<file path="src/rtl/rst_seq_pkg.sv">
// Shared types and constants for the reset release sequencer.
// Optional feature macro used by rst_seq_ctrl: RST_SEQ_TIMEOUT_EN (ack timeout and ERR state).
package rst_seq_pkg;

  localparam int CNT_W = 10;

  typedef enum logic [2:0] {
    HOLD,
    WAIT_ACK,
    GAP,
    DONE,
    ERR
  } state_e;

  // Width of a domain index; never narrower than one bit.
  function automatic int dom_w(input int n);
    return (n <= 2) ? 1 : $clog2(n);
  endfunction

endpackage

</file>
<file path="src/rtl/rst_seq_cnt.sv">
// Clear/enable up-counter with a terminal-count compare, shared by every
// sequencer state.
module rst_seq_cnt
  import rst_seq_pkg::*;
#(
  parameter int W = CNT_W
) (
  input  logic         clk,
  input  logic         por,
  input  logic         clr_i,
  input  logic         en_i,
  input  logic [W-1:0] tc_val_i,
  output logic         tc_o
);

  logic [W-1:0] cnt_q;
  logic [W-1:0] cnt_d;

  always_comb begin
    cnt_d = cnt_q;
    if (clr_i) begin
      cnt_d = '0;
    end else if (en_i) begin
      cnt_d = cnt_q + W'(1);
    end
  end

  // NOTE: state registers use non-blocking assignments only, so every flop
  // samples the values from before the edge regardless of block ordering.
  always_ff @(posedge clk) begin
    if (por) begin
      cnt_q <= '0;
    end else begin
      cnt_q <= cnt_d;
    end
  end

  assign tc_o = (cnt_q == tc_val_i);

endmodule

</file>
<file path="src/rtl/rst_seq_ctrl.sv">
// Reset release sequencer: holds all domains in reset, then releases them in
// index order, waiting for each ack. Optional macro: RST_SEQ_TIMEOUT_EN.
module rst_seq_ctrl
  import rst_seq_pkg::*;
#(
  parameter int NUM_DOM  = 4,
  parameter int HOLD_CYC = 16,
  parameter int GAP_CYC  = 8,
  parameter int ACK_TO   = 255,
  localparam int DW      = dom_w(NUM_DOM)
) (
  input  logic               clk,
  input  logic               por,
  input  logic               rst_req,
  input  logic               sw_rst_req,
  input  logic [NUM_DOM-1:0] dom_ready,
  output logic [NUM_DOM-1:0] dom_rst_n,
  output logic [DW-1:0]      cur_dom,
  output logic               seq_busy,
  output logic               seq_done,
  output logic               seq_err,
  output logic [DW-1:0]      err_dom
);

  state_e             state_q, state_d;
  logic [NUM_DOM-1:0] dom_rst_n_q, dom_rst_n_d;
  logic [DW-1:0]      cur_dom_q, cur_dom_d;
  logic               seq_busy_q, seq_done_q;

  logic               req;
  logic               ack;
  logic [DW-1:0]      nxt_dom;
  logic [NUM_DOM-1:0] nxt_mask;
  logic               cnt_clr, cnt_en, cnt_tc;
  logic [CNT_W-1:0]   tc_val;

  assign req = rst_req | sw_rst_req;

  // Only the domain currently awaited is looked at; earlier acks are ignored.
  always_comb begin
    ack      = 1'b0;
    nxt_dom  = cur_dom_q + DW'(1);
    nxt_mask = '0;
    for (int i = 0; i < NUM_DOM; i++) begin
      if (DW'(i) == cur_dom_q) ack = dom_ready[i];
      if (DW'(i) == nxt_dom)   nxt_mask[i] = 1'b1;
    end
  end

  always_comb begin
    tc_val = '0;
    case (state_q)
      HOLD:     tc_val = CNT_W'(HOLD_CYC - 1);
      WAIT_ACK: tc_val = CNT_W'(ACK_TO - 1);
      GAP:      tc_val = CNT_W'(GAP_CYC);
      default:  tc_val = '0;
    endcase
  end

  // NOTE: every variable assigned here gets a default first, so no path
  // through the case leaves a value unassigned and no latch is inferred.
  always_comb begin
    state_d     = state_q;
    dom_rst_n_d = dom_rst_n_q;
    cur_dom_d   = cur_dom_q;
    cnt_en      = 1'b0;
    if (req) begin
      state_d     = HOLD;
      dom_rst_n_d = '0;
      cur_dom_d   = '0;
    end else begin
      case (state_q)
        HOLD: begin
          cnt_en = 1'b1;
          if (cnt_tc) begin
            state_d     = WAIT_ACK;
            cur_dom_d   = '0;
            dom_rst_n_d = NUM_DOM'(1);
          end
        end
        WAIT_ACK: begin
          if (ack) begin
            state_d = (cur_dom_q == DW'(NUM_DOM - 1)) ? DONE : GAP;
          end
`ifdef RST_SEQ_TIMEOUT_EN
          else if (cnt_tc) begin
            state_d = ERR;
          end else begin
            cnt_en = 1'b1;
          end
`endif
        end
        GAP: begin
          cnt_en = 1'b1;
          if (cnt_tc) begin
            state_d     = WAIT_ACK;
            cur_dom_d   = nxt_dom;
            dom_rst_n_d = dom_rst_n_q | nxt_mask;
          end
        end
        DONE:    dom_rst_n_d = '1;
        ERR:     state_d = ERR;
        default: state_d = HOLD;
      endcase
    end
  end

  // The counter restarts on every state change and on any request.
  assign cnt_clr = req | (state_d != state_q);

  rst_seq_cnt #(
    .W(CNT_W)
  ) u_cnt (
    .clk      (clk),
    .por      (por),
    .clr_i    (cnt_clr),
    .en_i     (cnt_en),
    .tc_val_i (tc_val),
    .tc_o     (cnt_tc)
  );

  always_ff @(posedge clk) begin
    if (por) begin
      state_q     <= HOLD;
      dom_rst_n_q <= '0;
      cur_dom_q   <= '0;
      seq_busy_q  <= 1'b1;
      seq_done_q  <= 1'b0;
    end else begin
      state_q     <= state_d;
      dom_rst_n_q <= dom_rst_n_d;
      cur_dom_q   <= cur_dom_d;
      seq_busy_q  <= (state_d == HOLD) || (state_d == WAIT_ACK) || (state_d == GAP);
      seq_done_q  <= (state_d == DONE);
    end
  end

`ifdef RST_SEQ_TIMEOUT_EN
  logic          seq_err_q;
  logic [DW-1:0] err_dom_q;

  // Error flags survive requests; only a fresh completion or por clears them.
  always_ff @(posedge clk) begin
    if (por) begin
      seq_err_q <= 1'b0;
      err_dom_q <= '0;
    end else if (state_d == DONE && state_q != DONE) begin
      seq_err_q <= 1'b0;
      err_dom_q <= '0;
    end else if (state_d == ERR && state_q == WAIT_ACK) begin
      seq_err_q <= 1'b1;
      err_dom_q <= cur_dom_q;
    end
  end

  assign seq_err = seq_err_q;
  assign err_dom = err_dom_q;
`else
  assign seq_err = 1'b0;
  assign err_dom = '0;
`endif

  assign dom_rst_n = dom_rst_n_q;
  assign cur_dom   = cur_dom_q;
  assign seq_busy  = seq_busy_q;
  assign seq_done  = seq_done_q;

endmodule

</file>
<file path="config.mk">
export PLATFORM = sky130hd
export DESIGN_NAME = rst_seq_ctrl
export DESIGN_NICKNAME = d
export VERILOG_FILES = /design/src/rtl/rst_seq_pkg.sv /design/src/rtl/rst_seq_cnt.sv /design/src/rtl/rst_seq_ctrl.sv
export SDC_FILE = /design/constraint.sdc
export NUM_CORES = 1
export LEC_CHECK = 0
export ABC_CLOCK_PERIOD_IN_PS = 1900
export CAP_MARGIN = 20
export CORE_MARGIN = 4
export CORE_UTILIZATION = 30
export CTS_CLUSTER_SIZE = 14
export DETAILED_ROUTE_END_ITERATION = 6
export HOLD_SLACK_MARGIN = 0.12
export PLACE_DENSITY_LB_ADDON = 0.12
export SYNTH_ARGS = -nofsm -noshare
export SYNTH_HDL_FRONTEND = slang
export SYNTH_SLANG_ARGS = --single-unit
</file>
<file path="constraint.sdc">
create_clock -name clk -period 1.9 [get_ports clk]
set_clock_uncertainty 0.15 [all_clocks]
set_input_delay 0.38 -clock clk [delete_from_list [all_inputs] [get_ports clk]]
set_output_delay 0.38 -clock clk [all_outputs]
set_load 0.05 [all_outputs]
</file>
# Word-level counts from Yosys, hierarchy flattened
# Cells that the tools add are included.
# totals
elab_cells	64
input_bits	8
regBits	21
output_inout_bits	11
# classes
reduce_logical	13
bitwise_logic	3
n_addsub	2
mux	22
eq_ne	18
# op_table
cell	count
8-bit case mux with 3 select lines	1
3-bit by 2-bit == test with 1-bit output, second input constant	4
3-bit case mux with 4 select lines	1
4-bit case mux with 3 select lines	1
1-bit two-way mux	11
10-bit by 1-bit adder with 10-bit output, second input constant	1
10-bit by 8-bit == test with 1-bit output	1
3-bit two-way mux	3
2-bit == test, first input constant	4
4-bit two-way mux	2
3-bit by 1-bit == test with 1-bit output, second input constant	2
3-bit logical NOT	2
3-bit AND reduction	2
2-bit OR reduction	3
1-bit by 2-bit == test with 1-bit output, first input constant	2
2-bit logical NOT	2
2-bit two-way mux	2
2-bit != test, second input constant	2
4-bit bitwise OR	1
2-bit case mux with 2 select lines	1
3-bit == test, second input constant	1
3-bit != test	1
3-bit nonzero test	1
2-bit by 1-bit adder with 2-bit output, second input constant	1
4 further kinds	6

# Longest topological paths before layout
# depth
ltp_word	11
depth_mapped	7
mapped_depth_nobuf	7

# Cells and area by module
# Synthesis repeated with hierarchy kept, for this count alone.
# hier_totals
hier_cells	147
hier_area_um2	1267.5
# by_module_without_submodules
module	area_each_um2	instances	seq_area_each_um2	cells_each
rst_seq_ctrl	695.7	1	220.2	83
rst_seq_cnt	571.8	1	200.2	64

# Worst setup path after synthesis
# Ideal clock, no wire load.
# synth_path
path_type	reg-to-reg
startpoint	reg cur_dom_q[1] (netlist: cur_dom[1])
endpoint	reg u_cnt.cnt_q[4]
slack_ps	-483
required_time_ps	1613
arrival_time_ps	2096
stages_incl_launch_ff	8
n_path_buf	0
period_less_slack_ps	2383
setup_ps	137
path_cell_list	dfxtp_1 > inv_1 > ha_1 > nand3b_1 > a221oi_1 > a211oi_1 > o21ai_1 > nor2_1
# synth_between
elab_chain_cells	11
word_cells_on_any_way	16
classes_between	eq/ne: 5; mux: 8; bitwise: 1; reduce/logical: 2
# synth_lines
element	line	rtl
start: declaration	rst_seq_ctrl.sv:27	logic [DW-1:0] cur_dom_q, cur_dom_d;
start signal: assignment	rst_seq_ctrl.sv:132	cur_dom_q <= cur_dom_d;
2-bit logical NOT	rst_seq_ctrl.sv:45	if (DW'(i) == cur_dom_q) ack = dom_ready[i];
1-bit two-way mux (4 in series)	rst_seq_ctrl.sv:45	
3-bit two-way mux (*)	rst_seq_ctrl.sv:82	if (ack) begin
3-bit case mux with 4 select lines (*)	rst_seq_ctrl.sv:72	case (state_q)
3-bit two-way mux (*)	rst_seq_ctrl.sv:67	if (req) begin
3-bit != test (*)	rst_seq_ctrl.sv:109	assign cnt_clr = req | (state_d != state_q);
1-bit bitwise OR (*)	rst_seq_ctrl.sv:109	
2-bit OR reduction (no line) (*)	--	
end signal: assignment	rst_seq_cnt.sv:34	cnt_q <= cnt_d;
end: declaration	rst_seq_cnt.sv:16	logic [W-1:0] cnt_q;
# Every way passes the cells marked *; elsewhere a longest branch is shown, timed or not.
# A chain may end at the register's enable or synchronous reset.

# Worst setup path in the final report
# layout_path
startpoint	reg u_cnt.cnt_q[0]
endpoint	reg cur_dom_q[1] (netlist: cur_dom[1])
# layout_between
elab_chain_cells	3
word_cells_on_any_way	4
classes_between	eq/ne: 3; reduce/logical: 1
# layout_lines
element	line	rtl
10-bit by 8-bit == test with 1-bit output (*)	rst_seq_cnt.sv:38	assign tc_o = (cnt_q == tc_val_i);
2-bit != test (no line)	--	
3-bit AND reduction (no line) (*)	--	
# Marks and branches as above.

==> impl.org <==
** Run status
- Run status :: finished with violations
- The final reports fail on setup timing.

** STA
- Setup violations remaining at the end of the flow were counted as 7.
- The routed design could run at a clock period as short as 2070 ps.
- Setup repair after global routing missed its margin :: true
- For this run, the top clock speed supported by timing is 0.483 GHz.
- Of the available clock period, the critical path in the final layout requires 109%.
- The final-report max-slew violation count came to 0.
- Minimum setup slack in the final design :: -171 ps
- Hold Fails Final Rpt :: 0

** Drt
- Drt pass-1 iters :: 4
- After the first detailed-routing iteration, the DRC count stood at 36.
- In this run the remaining antenna-violating nets after routing total 0.
- The routed layout has 1119 vias.
- Via/cell ratio :: 4.91
- Routed Wire Length :: 2.85 mm
- After detailed routing, the average wire length per cell comes to 12.5 um.
- After detailed routing, the number of remaining DRC violations is 0.

** Clocking
- Number of levels the H-tree was split into :: 1
- Cts bufs inserted :: 3
- Clk pin slew, worst setup/hold paths :: 80 ps
- Number of sinks handled by clock tree synthesis :: 21
- TritonCTS clock tree :: done
- The tree is rooted in a sky130_fd_sc_hd__clkbuf_8.
- The number of hold buffers added after CTS was 0.
- For the worst-skew pair, the clock arrives at the later sink with an insertion delay of 260 ps.
- Maximum buffer depth of the clock tree :: 2

** Critical path
- Worst setup path startpoint :: u_cnt.cnt_q[0]
- The setup check on the worst reg-to-reg path leaves a slack of -170 ps.
- Arrival time at the worst endpoint :: 2120 ps
- STA puts the critical path data required time at 1950 ps.
- Number of cells on the worst reg-to-reg path :: 4
- Crit path launch type :: register
- The startpoint identified for the worst register-to-register timing path is u_cnt.cnt_q[0].
- RR Endpoint :: cur_dom[1]
- Endpoint type of the worst setup path :: register
- By startpoint and endpoint, the worst setup path is classified as reg2reg.
- Largest fanout on the critical path :: 7
- Capture point of the critical path :: cur_dom[1]

** Global route
- Pin count of the biggest net entering global routing :: 17
- Number of global-route vias before repair :: 1050
- The first global-routing pass estimated 4.76 mm of wire.
- Initial antenna violation count :: 0
- Global routing used 11.6% of the available tracks.
- After global routing the overflow that remains totals 0.

** Worst hold path
- Type of the worst min-delay path :: in2reg
- The worst hold path begins at rst_req.

** Final layout
- The library cell used most frequently in the layout, excluding fill and tap cells, is sky130_fd_sc_hd__buf_4.
- ANT cells :: 0
- Ratio of cells with drive above 1 in the final layout :: 32.0%
- Commonest cells after routing, fill and taps aside :: sky130_fd_sc_hd__buf_4 (25), sky130_fd_sc_hd__dfxtp_1 (15), sky130_fd_sc_hd__a21oi_1 (14)
- Post-layout util :: 41.6%
- Synthesis-to-finish area growth :: 34.0%
- NumNets Final :: 194
- After routing the design area is 1660 sq um.

** Synthesis
- Sequential elements use 33.9% of the synthesized area.
- Post-synth EDFFs :: 0
- Most used DFF post-synth :: sky130_fd_sc_hd__dfxtp_1
- Post-synthesis cell area :: 1240 sq um
- For this run, asynchronously set or reset flops after synthesis account for 0%.
- Synthesis produced 146 cells.
- The synthesized netlist contains 42 unique library cells.
- Average size of a mapped cell :: 8.50 sq um
- After synthesis the netlist holds a flip-flop and latch count of 21.
- During synthesis, Yosys emitted a total of 0 warnings.

** Job
- Max-cap violations in this run came to 0.

** Floorplan
- From left edge to right edge, the die measures 72.3 um.
- From bottom edge to top edge, the die measures 72.3 um.
- Initial standard-cell utilization of the core :: 31.0%
- The floorplan has 23 rows.
- Total die area :: 5230 sq um
- Placeable core region :: 4000 sq um
- Number of primary I/O pins :: 19

** Pwr
- Switching power :: 187 uW
- Power per Cell Area :: 483 nW/um^2
- Maximum ir drop on the vdd rail :: 191 uV
- Per report_power, the clock group accounts for 37.4% of the total.
- The analysis attributes to cell leakage a power of 0.674 nW.
- Power Internal :: 617 uW
- The design draws 804 uW.
- Net switching fraction of the power :: 23.2%
- Combinational logic is responsible for 8.2% of the overall power.
- Of the total power, registers draw 54.4%.

** Placed design
- The congestion estimate from routability-driven global placement came to 0.753.
- After detailed placement, the total cell area comes to 1550 sq um.
- Total of buffers placed on input and output ports :: 15
- DP HPWL :: 2.18 mm
-- per-layer routing --
layer | wire length, um | share of wire [%] | track usage (%) | vias to the layer above
met4 | 27 | 0.95 | 4.38 | 0
met2 | 1360 | 48 | 18.4 | 24
li1 | - | - | - | 565
met1 | 1330 | 47 | 15.1 | 528
met3 | 140 | 4.9 | 3.05 | 2
met5 | 0 | 0 | 0 | -
-- worst min-delay path by stage --
stage	end	slack [ps]	cells after the start
2_1_floorplan	u_cnt.cnt_q[1]	320	2
3_3_place_gp	u_cnt.cnt_q[2]	340	2
3_5_place_dp	cur_dom[0]	350	2
4_1_cts	cur_dom[0]	360	2
5_1_grt	seq_busy	370	4
6_report	seq_busy	350	4
-- registers in the layout (all words and copies together), names as in the netlist --
signal and count:
cur_dom 2, dom_rst_n 4, seq_busy 1, seq_done 1, state_q 3, u_cnt.cnt_q 10
-- cell families (layout without fill, tap and decap cells) --
family                     Yosys count  after routing  share of synthesized area, %
muxes                                6              6                          5.24
AOI/OAI and AO/OA                   29             29                          14.3
buffers and inverters               14             44                          6.55
adders and majority gates            7              7                          7.06
other                                1              3                         0.302
and+or+nand+nor                     61             61                          27.7
xor gates and xnor gates             7              7                          4.94
DFF                                 21             21                          33.9
-- final cells by class --
| type | count | area, sq um |
|---|---|---|
| Timing Repair Buffer | 36 | 317 |
| Multi-Input combinational cell | 113 | 791 |
| Tap cell | 50 | 62.6 |
| Sequential cell | 21 | 433 |
| Inverter | 4 | 15.0 |
| Clock buffer | 4 | 45.0 |
| Fill cell | 400 | 2340 |
-- cell usage after synthesis, types with 4 or more instances --
library cell	instances	area share (%)
sky130_fd_sc_hd__nand2_1	12	3.6
sky130_fd_sc_hd__nor2_1	12	3.6
sky130_fd_sc_hd__o21ai_0	7	2.8
sky130_fd_sc_hd__xor2_1	6	4.2
sky130_fd_sc_hd__dfxtp_1	21	34
sky130_fd_sc_hd__a21oi_1	14	5.6
sky130_fd_sc_hd__nand3_1	4	1.6
sky130_fd_sc_hd__nor2b_1	4	2.0
sky130_fd_sc_hd__inv_1	4	1.2
sky130_fd_sc_hd__ha_1	7	7.1
sky130_fd_sc_hd__nor3_1	4	1.6
sky130_fd_sc_hd__mux2i_1	5	4.0
-- critical path, stage by stage, from the launching register on --
cell	delay, ps
sky130_fd_sc_hd__dfxtp_2	330
sky130_fd_sc_hd__or4_4	540
sky130_fd_sc_hd__a2111o_2	590
sky130_fd_sc_hd__mux2_4	340
sky130_fd_sc_hd__nor2_2	70
-- power groups by stage --
stage               Clock [mW]  Sequential, mW  Combinational, mW
finish                   0.300           0.437             0.0657
global route             0.327           0.438             0.0703
CTS                      0.305           0.437             0.0656
detailed placement           0           0.448             0.0637
global placement             0           0.448             0.0633
floorplan                    0           0.448             0.0370
-- through the flow --
step                      worst slack, ps  setup TNS [ps]  hold WS (ps)  cells
after floorplan                     -40.2           -44.0           320    148
after global placement               -338           -3050           335    222
after detailed placement             -337           -3260           345    222
after CTS                            -129            -523           362    227
after global routing                 -203           -1240           368    228
final                                -171            -622           350    228
-- what timing repair did --
action	4_1_cts	5_1_grt
endpoints found under the setup margin	15	18
setup buffers	1	1
gates resized for setup	10	9
pin swaps	7	8
endpoints found under the hold margin	0	0
Power figures use the tool's default switching activity.
==> RTL change 1 (same settings) <==
Set the parameter `NUM_DOM` to 5 (it was 4).
--- a/src/rtl/rst_seq_ctrl.sv
+++ b/src/rtl/rst_seq_ctrl.sv
@@ -3,7 +3,7 @@
 module rst_seq_ctrl
   import rst_seq_pkg::*;
 #(
-  parameter int NUM_DOM  = 4,
+  parameter int NUM_DOM  = 5,
   parameter int HOLD_CYC = 16,
   parameter int GAP_CYC  = 8,
   parameter int ACK_TO   = 255,
Ports: changed (resized cur_dom, dom_ready, dom_rst_n and err_dom); port bits go from 19 to 23. No check against the original RTL was run, so the function may have changed too.
==> RTL change 1 against the unedited design <==
  * The flow still finishes with violations (negative setup slack)
  * Power increased by 6.7%
  * Fmax up 3.4%
  * Global-route usage increased by 1.4 points
  * Cell area grew 20%
  * Sequential power is 9.8% higher
  * Clock power is 2% higher
  * Synthesized cell count is 8.9% higher
  * Routed wire length rose by 20%
  * Critical path depth up 4
  * Setup slack improved by 67 ps
  * Worst hold slack worse by 11 ps
  * Synthesized area increased by 11%
  * Sequential cell count increased by 2
  * Largest cell class unchanged
==> RTL change 1: results <==
export IMPL_outcome="complete, but fails checks"
export IMPL_violations_in_the_final_reports="negative setup slack"
export IMPL_crit_family="compound AO/OA/AOI/OAI gates"
export IMPL_worst_path_max_fanout=5
export IMPL_stdcell_count=257
export IMPL_syn_avg_cell_area_sq_um=8.66
export IMPL_max_clock_path_buffers=2
export IMPL_number_of_global_route_vias_before_repair=1254
export IMPL_setup_viol=16
export IMPL_cpMaxStageDelayCell="sky130_fd_sc_hd__a221o_1"
export IMPL_path_category_of_the_worst_min_delay_check="register to register"
export IMPL_quantity_of_gates_resized_following_cts=20
export IMPL_route_antenna_remaining_nets=0
export IMPL_hold_slack_ps=339
export IMPL_yosysWarnings=0
export IMPL_postRouteWirelength_microns=3410
export IMPL_groute_usage_overall=0.131
export IMPL_hold_start="dom_rst_n[3]"
export IMPL_rr_worst_depth=8
export IMPL_place_inst=250
export IMPL_first_iter_violations=58
export IMPL_critical_path_reg2reg_startpoint="state_q[1]"
export IMPL_post_place_ws_ps=-332
export IMPL_slowest_delay_ps=410
export IMPL_hold_depth=2
export IMPL_sequential_share_of_the_synthesized_area=0.334
export IMPL_regToRegEndpoint="u_cnt.cnt_q[3]"
export IMPL_grt_pass1_wl_microns=5850
export IMPL_synth_top_cells_by_count="sky130_fd_sc_hd__dfxtp_1, sky130_fd_sc_hd__nor2_1, sky130_fd_sc_hd__nand2_1, sky130_fd_sc_hd__a21oi_1, sky130_fd_sc_hd__nand3_1"
export IMPL_fillCellCount=418
export IMPL_grt_antenna_before_repair=0
export IMPL_internal_power_uw=659
export IMPL_drt_vias_per_instance=4.91
export IMPL_buffers_on_ports=18
export IMPL_yosys_top_cells_area="sky130_fd_sc_hd__dfxtp_1, sky130_fd_sc_hd__ha_1, sky130_fd_sc_hd__nor2_1"
export IMPL_place_hpwl_microns=2670
export IMPL_critical_path_arrival_ps=2040
export IMPL_routabilityCongestion=0.782
export IMPL_largest_register_ffs=10
export IMPL_share_of_final_layout_standard_cells_stronger_than_drive_strength_1=0.395
export IMPL_max_vdd_ir_drop_v=0.000235
export IMPL_leak_pwr_uw=0.000764
export IMPL_grt_max_degree=16
export IMPL_timing_final_ws_setup_ps=-104
export IMPL_setup_total_negative_slack_ps=-879
export IMPL_num_nets_final=223
export IMPL_min_delay_worst_endpoint="dom_rst_n[3]"
export IMPL_register_name_with_the_most_flops="u_cnt.cnt_q"
export IMPL_yosys_cell_types_count=50
export IMPL_dpl_instance_area_sq_mm=0.00178
==> RTL change 1: cell type report <==
cell class / instances / area [sq um] / share of cell area
tap: 52 / 65.1 / 0.0325
timing repair buffer: 49 / 402 / 0.201
inverter: 5 / 21.3 / 0.0106
clock buffer: 4 / 45.0 / 0.0225
multi-input combinational: 124 / 992 / 0.496
sequential: 23 / 474 / 0.237
==> RTL change 1: power groups by stage <==
stage                     Clock [uW]  Combinational (uW)  Sequential (uW)
after detailed placement           0                64.1              492
after CTS                        316                66.0              480
after global placement             0                63.5              492
final                            307                70.0              480
after floorplan                    0                41.8              491
after global routing             335                75.3              480
==> RTL change 1: cell families (layout without fill, tap and decap cells) <==
kind of cell / Yosys count / after routing / share of synthesized area
AO/OA/AOI/OAI: 37 / 37 / 0.209
XOR/XNOR: 7 / 7 / 0.0445
adder cells (fa/ha/maj): 8 / 8 / 0.0727
buffers and inverters: 15 / 58 / 0.0627
flip-flops: 23 / 23 / 0.334
multiplexers: 1 / 1 / 0.00999
other: 1 / 4 / 0.00272
AND/OR/NAND/NOR: 67 / 67 / 0.264
==> RTL change 1: how the worst max path moves through the flow <==
stage	end	slack (ps)
after detailed placement	u_cnt.cnt_q[5]	-330
after global placement	u_cnt.cnt_q[3]	-330
after floorplan	seq_done	-10
final	u_cnt.cnt_q[3]	-100
after global routing	cur_dom[2]	-210
after CTS	u_cnt.cnt_q[3]	-80
==> RTL change 1: metal layers <==
| layer | vias up | global-route usage | share of wire |
|---|---|---|---|
| met1 | 583 | 0.182 | 0.50 |
| met3 | 2 | 0.0211 | 0.030 |
| met4 | 0 | 0.0350 | 0.0047 |
| met2 | 16 | 0.208 | 0.46 |
| met5 | - | 0 | 0 |
| li1 | 661 | - | - |
==> RTL change 2 (config.mk and constraints unchanged) <==
Without the edit above. Encoding of `state_e`: now one-hot (5 bits for 5 states).
--- a/src/rtl/rst_seq_pkg.sv
+++ b/src/rtl/rst_seq_pkg.sv
@@ -4,12 +4,12 @@
 
   localparam int CNT_W = 10;
 
-  typedef enum logic [2:0] {
-    HOLD,
-    WAIT_ACK,
-    GAP,
-    DONE,
-    ERR
+  typedef enum logic [4:0] {
+    HOLD     = 5'b00001,
+    WAIT_ACK = 5'b00010,
+    GAP      = 5'b00100,
+    DONE     = 5'b01000,
+    ERR      = 5'b10000
   } state_e;
 
   // Width of a domain index; never narrower than one bit.
Behaviour: same outputs for any inputs over 10 cycles, from zero or initial values; not proved beyond that.
==> RTL change 2 against the unedited design <==
  * The flow still finishes with violations (negative setup slack)
  * Power rose by 7.1%
  * Setup slack got worse by 240 ps
  * Cell area rose by 30%
  * Fmax fell by 10%
  * Non-clock buffer count rose by 28
  * Routed wire length rose by 38%
  * Synthesized area rose by 19%
  * Worst hold slack got worse by 18 ps
  * Core utilization rose by 3.9 points
  * Sequential cell count rose by 2
  * Critical endpoint is now seq_busy
==> RTL change 2: results <==
export IMPL_outcome="complete, but fails checks"
export IMPL_violations_in_the_final_reports="negative setup slack"
export IMPL_fillCellCount=492
export IMPL_regToRegEndpoint="seq_busy"
export IMPL_avgRoutedWirePerCell_microns=13.0
export IMPL_timing_final_ws_setup_ps=-413
export IMPL_n_clock_buffer=3
export IMPL_reg_area_sq_um=468
export IMPL_worstPathBufferInverterCount=2
export IMPL_setup_viol=20
export IMPL_syn_inst=178
export IMPL_setup_total_negative_slack_ps=-6630
export IMPL_stdcell_count=303
export IMPL_min_delay_worst_endpoint="dom_rst_n[1]"
export IMPL_n_all_inverters=8
export IMPL_critical_path_reg2reg_startpoint="state_q[4]"
export IMPL_synth_xor_area_frac=0.0949
export IMPL_sequentialPower_uw=483
export IMPL_power_clock_fraction=0.362
export IMPL_first_iter_violations=68
export IMPL_yosysWarnings=0
export IMPL_synth_top_cells_by_count="sky130_fd_sc_hd__dfxtp_1, sky130_fd_sc_hd__nor2_1, sky130_fd_sc_hd__nand2_1, sky130_fd_sc_hd__xor2_1, sky130_fd_sc_hd__o21ai_0"
export IMPL_grt_pass1_wl_microns=6440
export IMPL_worst_path_max_fanout=6
export IMPL_routabilityCongestion=0.894
export IMPL_multiInputGateArea_sq_mm=0.00102
export IMPL_place_inst=295
export IMPL_critical_path_arrival_ps=2290
export IMPL_path_category_of_the_worst_min_delay_check="register to register"
export IMPL_post_synth_fa_ha_maj_area_fraction=0.0678
export IMPL_rr_worst_depth=8
export IMPL_switching_share=0.235
export IMPL_crit_path_start="state_q[4]"
export IMPL_hold_depth=2
export IMPL_hold_start="dom_rst_n[1]"
export IMPL_compound_gate_fraction_of_synth_area=0.129
export IMPL_layout_comb_gates_multi_input=137
export IMPL_clock_group_uw=312
export IMPL_place_hpwl_microns=3050
export IMPL_n_all_buffers=64
export IMPL_groute_usage_overall=0.128
export IMPL_max_vdd_ir_drop_v=0.000248
export IMPL_slowest_delay_ps=440
export IMPL_sequential_share_of_the_synthesized_area=0.312
export IMPL_cpMaxStageDelayCell="sky130_fd_sc_hd__or3_4"
export IMPL_yosys_top_cells_area="sky130_fd_sc_hd__dfxtp_1, sky130_fd_sc_hd__ha_1, sky130_fd_sc_hd__xor2_1"
export IMPL_drt_vias_per_instance=4.70
export IMPL_grt_max_degree=14
export IMPL_muxShareOfSynthArea=0.00678
export IMPL_layout_clock_cell_area_share=0.0214
export IMPL_ys_seq_elements=23
export IMPL_num_nets_final=253
export IMPL_non_clock_buffers_area_share=0.239
export IMPL_hold_slack_ps=332
==> RTL change 2: cell count changes after synthesis, moves of 5 or more <==
cell	unedited run	this run
sky130_fd_sc_hd__a21oi_1	14	5
sky130_fd_sc_hd__and3_1	0	6
sky130_fd_sc_hd__nor2_1	12	19
sky130_fd_sc_hd__nor3b_2	0	6
sky130_fd_sc_hd__xnor2_1	1	6
==> RTL change 2: what timing repair did <==
item	4_1_cts	5_1_grt
pin swaps	1	5
gates resized for setup	14	12
hold buffers	0	0
hold endpoints to repair	0	0
endpoints found under the setup margin	19	21
setup buffers	2	3
==> RTL change 2: cell families (layout without fill, tap and decap cells) <==
kind of cell	after synthesis	after routing
simple gates	80	80
compound gates	29	29
flops	23	23
buf+inv	20	76
xor+xnor	16	16
fa+ha+maj	8	8
other cells	1	3
mux	1	1
==> RTL change 2: metrics by stage <==
stage                     area (sq um)  setup WS [ps]
after global placement            1990           -522
after detailed placement          1990           -571
after global routing              2160           -485
final                             2160           -413
after CTS                         2100           -448
after floorplan                   1540           -421
==> RTL change 2: worst min-delay path, stage by stage (launching register included) <==
cell and delay (ps):
sky130_fd_sc_hd__dfxtp_1 330, sky130_fd_sc_hd__inv_1 60, sky130_fd_sc_hd__a221oi_2 50
==> RTL change 2: metal layers <==
| metal | GRT usage | share of wire | wire (microns) | vias to the layer above |
|---|---|---|---|---|
| met3 | 0.0241 | 0.041 | 163 | 2 |
| met2 | 0.229 | 0.49 | 1940 | 27 |
| met5 | 0 | 0 | 0 | - |
| li1 | - | - | - | 726 |
| met4 | 0.0262 | 0.0020 | 8 | 0 |
| met1 | 0.160 | 0.46 | 1810 | 669 |
